==> src/rtl/display_mux_if.sv <==
// Signal bundle between the two-digit switch source and the multiplexed seven-segment driver.
// No handshake: digits are level inputs sampled at capture edges; display outputs are continuous levels.
interface display_mux_if;
    logic [3:0] digit0;
    logic [3:0] digit1;
    logic [6:0] seg;
    logic [1:0] an;
    logic       frame_tick;
    logic [1:0] dbg_state;

    modport master (
        output digit0, digit1,
        input  seg, an, frame_tick, dbg_state
    );

    modport slave (
        input  digit0, digit1,
        output seg, an, frame_tick, dbg_state
    );
endinterface

==> src/rtl/display_mux.sv <==
// Time-multiplexed dual common-anode seven-segment driver with blanking gaps between digits.
// Outputs are decoded from registered state only, so reset darkens the display asynchronously.
module display_mux #(
    parameter int SHOW_CYCLES  = 24000,
    parameter int BLANK_CYCLES = 240
) (
    input  logic              clk,
    input  logic              reset,
    display_mux_if.slave      bus
);
    localparam int MAXC = (SHOW_CYCLES > BLANK_CYCLES) ? SHOW_CYCLES : BLANK_CYCLES;
    localparam int CW   = $clog2(MAXC + 1);
    localparam logic [CW-1:0] SHOW_LAST  = CW'(SHOW_CYCLES - 1);
    localparam logic [CW-1:0] BLANK_LAST = CW'(BLANK_CYCLES - 1);

    typedef enum logic [1:0] {
        BLANK_A = 2'd0,
        SHOW0   = 2'd1,
        BLANK_B = 2'd2,
        SHOW1   = 2'd3
    } state_t;

    state_t        r_state;
    logic [CW-1:0] r_count;
    logic [3:0]    r_digit;

    logic [6:0]    w_dec;
    logic [6:0]    w_seg;
    logic [1:0]    w_an;
    logic          w_tick;

    always_ff @(posedge clk or posedge reset) begin
        if (reset) begin
            r_state <= BLANK_A;
            r_count <= '0;
            r_digit <= 4'd0;
        end else begin
            case (r_state)
                BLANK_A: begin
                    if (r_count == BLANK_LAST) begin
                        r_state <= SHOW0;
                        r_count <= '0;
                        r_digit <= bus.digit0;
                    end else begin
                        r_count <= r_count + CW'(1);
                    end
                end
                SHOW0: begin
                    if (r_count == SHOW_LAST) begin
                        r_state <= BLANK_B;
                        r_count <= '0;
                    end else begin
                        r_count <= r_count + CW'(1);
                    end
                end
                BLANK_B: begin
                    if (r_count == BLANK_LAST) begin
                        r_state <= SHOW1;
                        r_count <= '0;
                        r_digit <= bus.digit1;
                    end else begin
                        r_count <= r_count + CW'(1);
                    end
                end
                SHOW1: begin
                    if (r_count == SHOW_LAST) begin
                        r_state <= BLANK_A;
                        r_count <= '0;
                    end else begin
                        r_count <= r_count + CW'(1);
                    end
                end
                default: begin
                    r_state <= BLANK_A;
                    r_count <= '0;
                end
            endcase
        end
    end

    // Active-low {g,f,e,d,c,b,a}; lowercase b and d keep them distinct from 8 and 0.
    always_comb begin
        w_dec = 7'b1111111;
        case (r_digit)
            4'h0: w_dec = 7'b1000000;
            4'h1: w_dec = 7'b1111001;
            4'h2: w_dec = 7'b0100100;
            4'h3: w_dec = 7'b0110000;
            4'h4: w_dec = 7'b0011001;
            4'h5: w_dec = 7'b0010010;
            4'h6: w_dec = 7'b0000010;
            4'h7: w_dec = 7'b1111000;
            4'h8: w_dec = 7'b0000000;
            4'h9: w_dec = 7'b0010000;
            4'hA: w_dec = 7'b0001000;
            4'hB: w_dec = 7'b0000011;
            4'hC: w_dec = 7'b1000110;
            4'hD: w_dec = 7'b0100001;
            4'hE: w_dec = 7'b0000110;
            4'hF: w_dec = 7'b0001110;
            default: w_dec = 7'b1111111;
        endcase
    end

    always_comb begin
        w_an   = 2'b11;
        w_seg  = 7'b1111111;
        w_tick = 1'b0;
        case (r_state)
            SHOW0: begin
                w_an   = 2'b10;
                w_seg  = w_dec;
                w_tick = (r_count == '0);
            end
            SHOW1: begin
                w_an  = 2'b01;
                w_seg = w_dec;
            end
            default: begin
                w_an  = 2'b11;
                w_seg = 7'b1111111;
            end
        endcase
    end

    assign bus.seg        = w_seg;
    assign bus.an         = w_an;
    assign bus.frame_tick = w_tick;
    assign bus.dbg_state  = r_state;
endmodule

==> src/flat_wrapper.sv <==
// flat-port wrapper written by rule: the top's interface ports become plain ports
module display_mux_flat 
#(
    parameter int SHOW_CYCLES  = 24000,
    parameter int BLANK_CYCLES = 240
)
  (clk, reset, bus_digit0, bus_digit1, bus_seg, bus_an, bus_frame_tick, bus_dbg_state);
  display_mux_if bus_i ();
  input  logic clk;
  input  logic reset;
  input wire logic [$bits(bus_i.digit0)-1:0] bus_digit0;
  input wire logic [$bits(bus_i.digit1)-1:0] bus_digit1;
  output wire logic [$bits(bus_i.seg)-1:0] bus_seg;
  output wire logic [$bits(bus_i.an)-1:0] bus_an;
  output wire logic [$bits(bus_i.frame_tick)-1:0] bus_frame_tick;
  output wire logic [$bits(bus_i.dbg_state)-1:0] bus_dbg_state;
  assign bus_i.digit0 = bus_digit0;
  assign bus_i.digit1 = bus_digit1;
  assign bus_seg = bus_i.seg;
  assign bus_an = bus_i.an;
  assign bus_frame_tick = bus_i.frame_tick;
  assign bus_dbg_state = bus_i.dbg_state;
  display_mux #(.SHOW_CYCLES(SHOW_CYCLES), .BLANK_CYCLES(BLANK_CYCLES)) u_core (.clk(clk), .reset(reset), .bus(bus_i));
endmodule
==> config.mk <==
export PLATFORM = sky130hd
export DESIGN_NAME = display_mux_flat
export DESIGN_NICKNAME = d
export VERILOG_FILES = /design/src/rtl/display_mux_if.sv /design/src/rtl/display_mux.sv /design/src/flat_wrapper.sv
export SDC_FILE = /design/constraint.sdc
export NUM_CORES = 1
export LEC_CHECK = 0
export CORE_MARGIN = 5
export CORE_UTILIZATION = 56
export CTS_BUF_LIST = sky130_fd_sc_hd__clkbuf_8
export DETAILED_ROUTE_END_ITERATION = 8
export GPL_TIMING_DRIVEN = 0
export HOLD_SLACK_MARGIN = 0.06
export PLACE_DENSITY = 0.82
export SYNTH_ARGS = -nofsm -noshare
export SYNTH_HDL_FRONTEND = slang
export SYNTH_SLANG_ARGS = --single-unit
==> constraint.sdc <==
create_clock -name clk -period 2.06 [get_ports clk]
set_input_delay 0.412 -clock clk [delete_from_list [all_inputs] [get_ports clk]]
set_output_delay 0.412 -clock clk [all_outputs]
set_load 0.05 [all_outputs]
==> results.ini <==
[grt]
grt_usage_pct=17.89
grt_pass1_wl_um=5740
gr-total-overflow=0
grt_pass1_vias=1227
grt_max_degree=22
antenna_found_initial=0

[power_and_ir_drop]
power_density_mw_per_mm2=349.2
switching_share_pct=19.76
netSwitchingPower_mw=0.1383
max-vdd-ir-drop_mv=0.4866
finalPower_mw=0.6996
power_leakage_nw=0.8543
clkPwrFrac_pct=37.0
seqPwrFrac_pct=58.9
p_int_mw=0.5613
comb_power_share_pct=4.1

[final_layout]
utilization_pct=74.57
area_growth_pct=30.48
final_common_cell=dfrtp_1
diodes=0
final_cell_mix=19 x dfrtp_1, 14 x nor2_1, 12 x buf_4
layout.cells.non_filler=216
drive_gt1_share_pct=31.35
final_area_mm2=0.002003
fin_nets=209

[synthesis]
syn_inst=152
synth.largest_area_cell=dfrtp_1
muxShareOfSynthArea_pct=12.39
synth_simple_gate_area_share_pct=23.55
yosys_warnings=0
synth_top_area_share_pct=34.23
synth-compound-area-share_pct=6.601
synth-edff-count=0
yosys_register_bits=21
synthesis.nets=175
seq_area_frac_synth_pct=34.23
synth_fa_ha_area_share_pct=10.59
avgSynthCellArea_um2=10.10
syn_area_mm2=0.001535
synth_top_family_by_area=simple AND/OR/NAND/NOR gates
synthArstFlopShare_pct=100.0
synth_cell_type_count=50
synth_xor_xnor_area_share_pct=6.846
ys.flop_type=dfrtp_1
yosys-top-cells-area=dfrtp_1 34%, ha_1 11%, mux2i_1 6.5%

[sta]
finalHoldViolCount=0
setup_violations=4
slew_headroom_pct=48.12
finalCritPeriodShare_pct=107.4
setup_tns_ns=-0.2935
final_max_slew_viol_count=0
layout_min_cycle_time_ns=2.212
fmax_ghz=0.4520
worstMarginPinSlew_ns=0.7773
finalWorstSetupSlack_ns=-0.1522
rsz0062_at_grt=true
finClkSkew_ns=0.004904

[die]
core_mm2=0.002686
die_area_mm2=0.003889
num_rows=19
die_h_um=62.36
start_util_pct=57.15
die_w_um=62.36
io_pins=22

[setup_path]
reg2reg_depth=7
cp_top_family=multiplexers
reg2reg_to=u_core.bus.dbg_state[1]
timing.critical_path.slowest_stage_cell=mux4_2
max_stage_delay_ns=0.43
required_ns=1.65
rr_startpoint=u_core.bus.dbg_state[0]
cp_cell_sequence=inv_2 > ha_4 > inv_2 > mux4_2 > nand2b_4 > buf_8
cp-end-kind=output port
critPathLaunchType=flop
crit_buf_inv=3
cp_num_cells=6
path_class=flop to output port
cp.arrival_ns=1.80
cp_common_cell=inv_2
critical_path.max_fanout=4
startpoint=u_core.r_digit[0]
worst-r2r-setup-slack_ns=0.16
endpoint=bus_seg[3]

[route]
num_vias=1183
drt-total-wl_um=3370
drt_iter0_drc=46
firstDrtPassIters=4
drt_drc_violations_left=0
vias_per_cell=5.477
wire_per_inst_um=15.60
postRouteAntennaNets=0

[cts]
clk_latency_ns=0.26
cts_made_buffers=3
cts_tree=yes
cts.clk_slew.worst_paths_ns=0.07
clockRootBuffer=clkbuf_8
clock_sinks=21
ctsHoldBuffers=0
clk_path_buf_depth=2
htree_levels=1

[status]
failed_checks=setup timing
status=finished with violations

[placed_design]
hpwl_um=2354
place_area_mm2=0.001814
dp_cells=204
portBuffers=21
place.gp.congestion=0.8763

[hold_path]
hp-class=flop to flop

[job]
maxCapViolations=0

-- timing repair --
| action | in CTS | in global routing |
|---|---|---|
| gates cloned | 0 | 0 |
| pin swaps | 2 | 4 |
| gates resized for setup | 58 | 16 |
| setup endpoints to repair | 10 | 9 |
| setup buffers | 6 | 2 |
-- power by group through the flow --
| stage | sequential (mW) | clock [mW] | combinational [mW] |
|---|---|---|---|
| after global placement | 0.420 | 0 | 0.0282 |
| after CTS | 0.412 | 0.265 | 0.0295 |
| after floorplan | 0.420 | 0 | 0.00885 |
| final | 0.412 | 0.259 | 0.0285 |
| after detailed placement | 0.420 | 0 | 0.0294 |
| after global routing | 0.412 | 0.290 | 0.0318 |
-- per-layer routing --
metal	wire [um]	vias to the layer above	track usage (%)	share of wire (%)
met5	0	-	0	0
met4	38	0	5.570	1.1
met3	118	6	3.243	3.5
met2	1804	23	32.12	54
met1	1409	564	21.40	42
li1	-	590	-	-
-- worst min-delay path by stage --
stage	end	start	slack (ns)	depth (start not counted)
floorplan	u_core.r_count[0]	reset	0.39	1
global placement	u_core.r_count[0]	u_core.r_count[0]	0.50	1
detailed placement	u_core.r_count[0]	u_core.r_count[0]	0.51	1
CTS	u_core.r_count[0]	u_core.r_count[0]	0.52	1
global route	u_core.r_count[0]	u_core.r_count[0]	0.55	1
finish	u_core.r_count[0]	u_core.r_count[0]	0.51	1
-- area by class of cell --
| class | count | area (um2) |
|---|---|---|
| tap | 31 | 38.79 |
| buffer | 7 | 51.30 |
| clock buffer | 3 | 41.29 |
| multi-input combinational | 111 | 1023 |
| inverter | 13 | 48.80 |
| sequential | 21 | 528.0 |
| fill | 183 | 683.2 |
| clock inverter | 1 | 3.754 |
| timing repair buffer | 29 | 267.8 |
-- Yosys cell counts (3+ instances only) --
cell type,number
mux2i_1,10
ha_1,13
inv_1,13
nand2_1,7
mux2_2,3
dfrtp_1,21
nand3_1,5
nor2_1,16
o211ai_1,3
o21ai_0,3
xnor2_1,5
xor2_1,7
-- per-stage QoR --
stage                     hold slack (ns)  worst slack (ns)
after global routing               0.5514           -0.2185
final                              0.5113           -0.1522
after floorplan                    0.3884          0.006166
after global placement             0.5036           -0.4908
after detailed placement           0.5070           -0.5360
after CTS                          0.5161           -0.1364
-- worst reg2reg max path, delay by kind of cell (launching register included) --
kind            cells  cell delay [ns]
buf+inv             3             0.36
flops               1             0.46
mux                 1             0.34
fa+ha+maj           1             0.21
simple gates        1             0.24
compound gates      1             0.18
-- cell families (layout without fill, tap and decap cells) --
| family | after synthesis | after routing |
|---|---|---|
| compound gates | 14 | 14 |
| mux | 16 | 16 |
| simple gates | 56 | 56 |
| flops | 21 | 21 |
| fa+ha+maj | 13 | 13 |
| buf+inv | 20 | 53 |
| xor+xnor | 12 | 12 |
-- sequential cells by signal, summed over array words and instances (netlist names) --
name and count:
u_core.bus.dbg_state 2, u_core.r_count 15, u_core.r_digit 4
No activity file was read; power rests on OpenSTA's default activity.
